<file path="src/rtl/mul_seq_ctrl.sv">
`default_nettype none
// ============================================================================
// Module   : mul_seq_ctrl
// Brief    : Iterative 32x32 radix-2 multiplier for MUL/MULH/MULHSU/MULHU.
// Revision : 1.0
// ============================================================================
module mul_seq_ctrl #(
    parameter int EARLY_ZERO = 1
) (
    input  logic        clk,
    input  logic        rst_n,
    input  logic        start_i,
    input  logic [1:0]  op_i,
    input  logic [31:0] rs1_i,
    input  logic [31:0] rs2_i,
    input  logic [4:0]  tag_i,
    input  logic        flush_i,
    output logic        ready_o,
    output logic        busy_o,
    output logic        valid_o,
    output logic [31:0] result_o,
    output logic [4:0]  tag_o
);

    typedef enum logic [1:0] {
        S_IDLE = 2'd0,
        S_CALC = 2'd1,
        S_SIGN = 2'd2,
        S_DONE = 2'd3
    } state_t;

    localparam logic [1:0] c_OP_MUL    = 2'b00;
    localparam logic [1:0] c_OP_MULH   = 2'b01;
    localparam logic [1:0] c_OP_MULHU  = 2'b11;
    localparam logic [5:0] c_LAST_STEP = 6'd31;

    state_t      state_q;
    logic [5:0]  cnt_q;
    logic [63:0] acc_q;
    logic [63:0] mcand_q;
    logic [31:0] mplier_q;
    logic        neg_q;
    logic [1:0]  op_q;
    logic [4:0]  tag_lat_q;
    logic [31:0] result_q;
    logic [4:0]  tag_q;

    logic        accept_d;
    logic        a_signed_d;
    logic        b_signed_d;
    logic [31:0] a_abs_d;
    logic [31:0] b_abs_d;
    logic        neg_d;
    logic        zero_op_d;
    logic [63:0] acc_d;
    logic [63:0] prod_d;
    logic [31:0] slice_d;

    always_comb begin
        accept_d   = ((state_q == S_IDLE) || (state_q == S_DONE)) && start_i && !flush_i;
        a_signed_d = (op_i != c_OP_MULHU);
        b_signed_d = (op_i == c_OP_MUL) || (op_i == c_OP_MULH);
        // Negating 0x80000000 in 32 bits yields 0x80000000, read as unsigned magnitude.
        a_abs_d    = (a_signed_d && rs1_i[31]) ? (~rs1_i + 32'd1) : rs1_i;
        b_abs_d    = (b_signed_d && rs2_i[31]) ? (~rs2_i + 32'd1) : rs2_i;
        neg_d      = (a_signed_d && rs1_i[31]) ^ (b_signed_d && rs2_i[31]);
        zero_op_d  = (EARLY_ZERO != 0) && ((rs1_i == 32'd0) || (rs2_i == 32'd0));
        acc_d      = acc_q + (mplier_q[0] ? mcand_q : 64'd0);
        prod_d     = neg_q ? (~acc_q + 64'd1) : acc_q;
        slice_d    = (op_q == c_OP_MUL) ? prod_d[31:0] : prod_d[63:32];
    end

    always_ff @(posedge clk) begin
        if (!rst_n) begin
            state_q   <= S_IDLE;
            cnt_q     <= 6'd0;
            acc_q     <= 64'd0;
            mcand_q   <= 64'd0;
            mplier_q  <= 32'd0;
            neg_q     <= 1'b0;
            op_q      <= 2'b00;
            tag_lat_q <= 5'd0;
            result_q  <= 32'd0;
            tag_q     <= 5'd0;
        end else begin
            case (state_q)
                S_IDLE, S_DONE: begin
                    if (accept_d) begin
                        op_q      <= op_i;
                        tag_lat_q <= tag_i;
                        neg_q     <= neg_d;
                        mcand_q   <= {32'd0, a_abs_d};
                        mplier_q  <= b_abs_d;
                        cnt_q     <= 6'd0;
                        acc_q     <= 64'd0;
                        if (zero_op_d) begin
                            result_q <= 32'd0;
                            tag_q    <= tag_i;
                            state_q  <= S_DONE;
                        end else begin
                            state_q  <= S_CALC;
                        end
                    end else begin
                        state_q <= S_IDLE;
                    end
                end
                S_CALC: begin
                    if (flush_i) begin
                        state_q <= S_IDLE;
                    end else begin
                        acc_q    <= acc_d;
                        mcand_q  <= mcand_q << 1;
                        mplier_q <= mplier_q >> 1;
                        cnt_q    <= cnt_q + 6'd1;
                        if (cnt_q == c_LAST_STEP) begin
                            state_q <= S_SIGN;
                        end
                    end
                end
                S_SIGN: begin
                    if (flush_i) begin
                        state_q <= S_IDLE;
                    end else begin
                        result_q <= slice_d;
                        tag_q    <= tag_lat_q;
                        state_q  <= S_DONE;
                    end
                end
                default: state_q <= S_IDLE;
            endcase
        end
    end

    assign ready_o  = (state_q == S_IDLE) || (state_q == S_DONE);
    assign busy_o   = (state_q == S_CALC) || (state_q == S_SIGN);
    assign valid_o  = (state_q == S_DONE);
    assign result_o = result_q;
    assign tag_o    = tag_q;

endmodule
`default_nettype wire

</file>
<file path="config.mk">
export PLATFORM = sky130hd
export DESIGN_NAME = mul_seq_ctrl
export DESIGN_NICKNAME = d
export VERILOG_FILES = /design/src/rtl/mul_seq_ctrl.sv
export SDC_FILE = /design/constraint.sdc
export NUM_CORES = 1
export LEC_CHECK = 0
export CAP_MARGIN = 30
export CORE_UTILIZATION = 62
export CTS_BUF_LIST = sky130_fd_sc_hd__clkbuf_4
export CTS_CLUSTER_DIAMETER = 30
export CTS_CLUSTER_SIZE = 25
export DETAILED_ROUTE_END_ITERATION = 12
export GPL_ROUTABILITY_DRIVEN = 1
export GPL_TIMING_DRIVEN = 1
export PLACE_DENSITY = 0.84
export SKIP_LAST_GASP = 1
export SYNTH_ARGS = -nofsm -noshare
export SYNTH_HDL_FRONTEND = slang
export SYNTH_SLANG_ARGS = --single-unit
</file>
<file path="constraint.sdc">
create_clock -name clk -period 4.85 [get_ports clk]
set_input_delay 0.7275 -clock clk [delete_from_list [all_inputs] [get_ports clk]]
set_output_delay 0.7275 -clock clk [all_outputs]
set_load 0.01 [all_outputs]
</file>
==> metrics.md <==
| Metric | Value |
|---|---|
| Lkg Pwr | 6.72 nW |
| Hold_sp | result_o[24] |
| Multi-input logic area | 0.0103 mm2 |
| Die Area | 0.0252 mm2 |
| Crit path max fanout | 8 |
| Clk pin slew, worst setup/hold paths | 0.10 ns |
| Syn Area/Cell | 7.17 um2 |
| Root buffer cell | clkbuf_4 |
| Routed Antenna Nets | 0 |
| Die X | 159 um |
| # resized after CTS | 0 |
| Final Critical Period | 4.15 ns |
| Hold EP | result_o[24] |
| Core Util, Final | 0.711 |
| Syn nets | 2276 |
| Yosys warns | 0 |
| Row cnt | 57 |
| Reg2Reg Capture Point | acc_q[62] |
| CP Cell Sequence | and2_1 -> ha_1 -> inv_1 -> fa_1 -> nand2b_1 -> a21oi_1 -> o21ai_1 -> a21oi_1 -> o31ai_1 -> a2111oi_2 -> o211ai_1 -> a211oi_1 -> nor3_1 -> o31ai_1 |
| Required @ worst endpoint | 5.45 ns |
| TritonCTS clock tree | yes |
| H-tree levels | 2 |
| Clock Sink Count | 213 |
| Port Buffers | 114 |
| DP Area | 0.0165 mm2 |
| Fmax | 0.241 GHz |
| Final period util | 0.856 |
| Arrival time worst endpoint | 4.75 ns |
| Post-layout nets | 2317 |
| PD cells | 234 mW/mm2 |
| Crit path kind | reg2reg |
| Fill cell count | 2046 |
| Seq/Total Area, Yosys | 0.279 |
| Via count | 15667 |
| FF-to-FF path depth | 14 |
| Post-synthesis cell area | 0.0153 mm2 |
| FF/Latch Area | 0.00426 mm2 |
| P&R area growth vs syn | 13.0% |
| Post-synth cell types | 81 |
| Antenna violations before repair | 1 |
| Overflow after GRT | 0 |
| Post-synth top flop | dfxtp_1 |
| DR WL/cell | 17.3 um |
| Layout cell share with drive strength beyond 1 | 0.0611 |
| Buf/Inv on CP | 1 |
| Critical Path End Type | flop |
| Max-slew violations | 0 |
| Hold Crit Depth | 2 |
| Vias per inst | 6.19 |
| Number of synthesized register bits | 213 |
| Overall routed net length | 43.9 mm |
| Die extent in y | 159 um |
| Setup TNS | 0 ns |
| Largest delay share family, worst path | compound AO/OA/AOI/OAI gates |
| Syn Inst Count | 2130 |
| GPL Wtd Cong | 1.01 |
| Post-CTS Hold Fix Bufs | 0 |
| FFs w/ async S/R, synth | 0 |
| Fin area | 0.0173 mm2 |
| Clock skew | 0.0493 ns |
| Worst rel slew slack | 0.397 |
| Crit-path max cell delay | 0.77 ns |
| MaxCap Viol Count | 0 |
| Core Region | 0.0242 mm2 |
| Clock latency on the worst-skew pair | 0.69 ns |
| DRT iter0 DRCs | 1323 |
| First drt pass iteration count | 5 |
| Total Routing Usage GR | 0.343 |
| # IOs | 115 |
| Post-CTS Setup Bufs | 0 |
| Final hold vios | 0 |
| Starting Density | 0.629 |
| Dpl hpwl | 32.6 mm |
| Cts bufs inserted | 47 |
| Crit-path slowest cell | a2111oi_2 |
| Vias in the first global route | 14358 |
| RSZ-0062 raised after global routing | false |
| Global-route wire length before repair | 71.9 mm |
| Pin count of the biggest net entering global routing | 72 |
| Status | finished clean |
| Hold Path Class | reg2reg |
| Worst-Margin Slew | 0.903 ns |
| CP Launch Type | flop |
| R2r startpoint | mplier_q[0] |
| Endpoints failing setup | 0 |
| Worst VDD drop | 265 uV |
| Clock buffer depth | 3 |
| DRC viols | 0 |
| EDFF count, synth | 0 |
| R2r setup slk | 0.70 ns |
worst register-to-register path, cell delays in order, from the launching register on:
cell,delay (ns)
dfxtp_1,0.49
and2_1,0.27
ha_1,0.20
inv_1,0.05
fa_1,0.37
nand2b_1,0.19
a21oi_1,0.15
o21ai_1,0.17
a21oi_1,0.27
o31ai_1,0.18
a2111oi_2,0.77
o211ai_1,0.29
a211oi_1,0.35
nor3_1,0.09
o31ai_1,0.21
layer usage:
layer	track usage	wire, um	vias to the layer above
li1	-	-	7665
met1	0.472	19300	7198
met2	0.532	19200	692
met3	0.0536	3710	112
met4	0.146	1680	0
met5	0	0	-
layout by cell type, fill, tap and decap left out, types with 11 or more instances in the layout:
master	instances
nand2_1	374
dfxtp_1	213
a21oi_1	199
o21ai_0	152
nor2_1	149
clkdlybuf4s50_1	114
nand3_1	91
xnor2_1	82
xor2_1	79
and2_1	71
ha_1	69
a31oi_1	50
clkbuf_4	49
inv_1	41
a21o_1	39
nor3_1	36
o31ai_1	30
a22oi_1	30
nand4_1	29
or3_1	25
o211ai_1	23
buf_4	18
nor4_1	14
and3_1	13
o21ai_1	12
o21bai_1	12
nor2b_1	11
nand2b_1	11
registers in the layout, summed over array words and instances, names as in the netlist:
register and cells:
acc_q 64, cnt_q 6, mcand_q 64, mplier_q 32, neg_q 1, op_q 2, result_o 32, state_q 2
tag_lat_q 5, tag_o 5
per-stage QoR:
| stage | power (W) | setup slack, ns | hold slack, ns | std cells |
|---|---|---|---|---|
| final | 0.00404 | 0.700 | 0.455 | 2533 |
| after global routing | 0.00420 | 0.387 | 0.479 | 2533 |
| after CTS | 0.00406 | 0.838 | 0.458 | 2532 |
| after detailed placement | 0.00231 | 0.524 | 0.445 | 2446 |
| after global placement | 0.00230 | 0.613 | 0.435 | 2444 |
| after floorplan | 0.00214 | 1.42 | 0.432 | 2130 |
kinds of logic after synthesis:
| logic type | after synthesis | share of synthesized area |
|---|---|---|
| buf+inv | 184 | 0.0479 |
| mux | 10 | 0.00656 |
| flops | 213 | 0.279 |
| compound gates | 622 | 0.250 |
| fa+ha+maj | 71 | 0.0587 |
| xor+xnor | 161 | 0.0924 |
| simple gates | 869 | 0.265 |
synthesized netlist by cell type (all sizes together), types with 3 or more instances:
cell	instances	area [um2]
nand2	376	1410
dfxtp	213	4260
a21oi	201	1010
o21ai	166	846
nor2	155	589
clkbuf	123	469
nand3	91	455
xnor2	82	718
xor2	79	692
and2	71	444
ha	70	876
a31oi	50	313
inv	42	158
a21o	39	293
nor3	38	206
o31ai	33	263
a22oi	30	225
nand4	30	194
or3	26	164
o211ai	23	173
buf	19	104
nor4	14	87.6
and3	13	81.3
o21bai	12	90.1
o41ai	12	120
nand2b	11	68.8
nor2b	11	68.8
or4	11	86.3
mux2i	10	100
a211oi	9	67.6
a221oi	6	52.6
nand3b	5	37.5
o21a	5	37.5
or3b	5	43.8
a31o	4	35.0
a41oi	4	42.6
o311ai	4	35.0
a21boi	3	22.5
a32o	3	30.0
nor3b	3	22.5
or2	3	21.3
area by class of cell:
class	count	area share
antenna	1	0.000145
inverter	42	0.00928
timing repair buffer	134	0.0767
tap	324	0.0235
multi-input combinational	1733	0.598
sequential	213	0.247
clock inverter	37	0.0238
clock buffer	49	0.0213
how the worst max path moves through the flow:
stage | startpoint | to | slack (ns) | cells past startpoint
floorplan | mplier_q[0] | acc_q[62] | 1.42 | 16
global placement | rs2_i[0] | result_o[13] | 0.61 | 11
detailed placement | rs2_i[0] | result_o[13] | 0.52 | 11
CTS | mplier_q[0] | acc_q[62] | 0.84 | 14
global route | mplier_q[0] | acc_q[62] | 0.39 | 14
finish | mplier_q[0] | acc_q[62] | 0.70 | 14
where the power goes:
group	switching [W]	internal [W]	leakage [nW]	total (W)
Clock	0.000836	0.000919	0.394	0.00176
Sequential	0.0000271	0.00179	1.72	0.00181
Combinational	0.000295	0.000174	4.60	0.000469
Note: power is estimated with default switching activity, not from simulation.
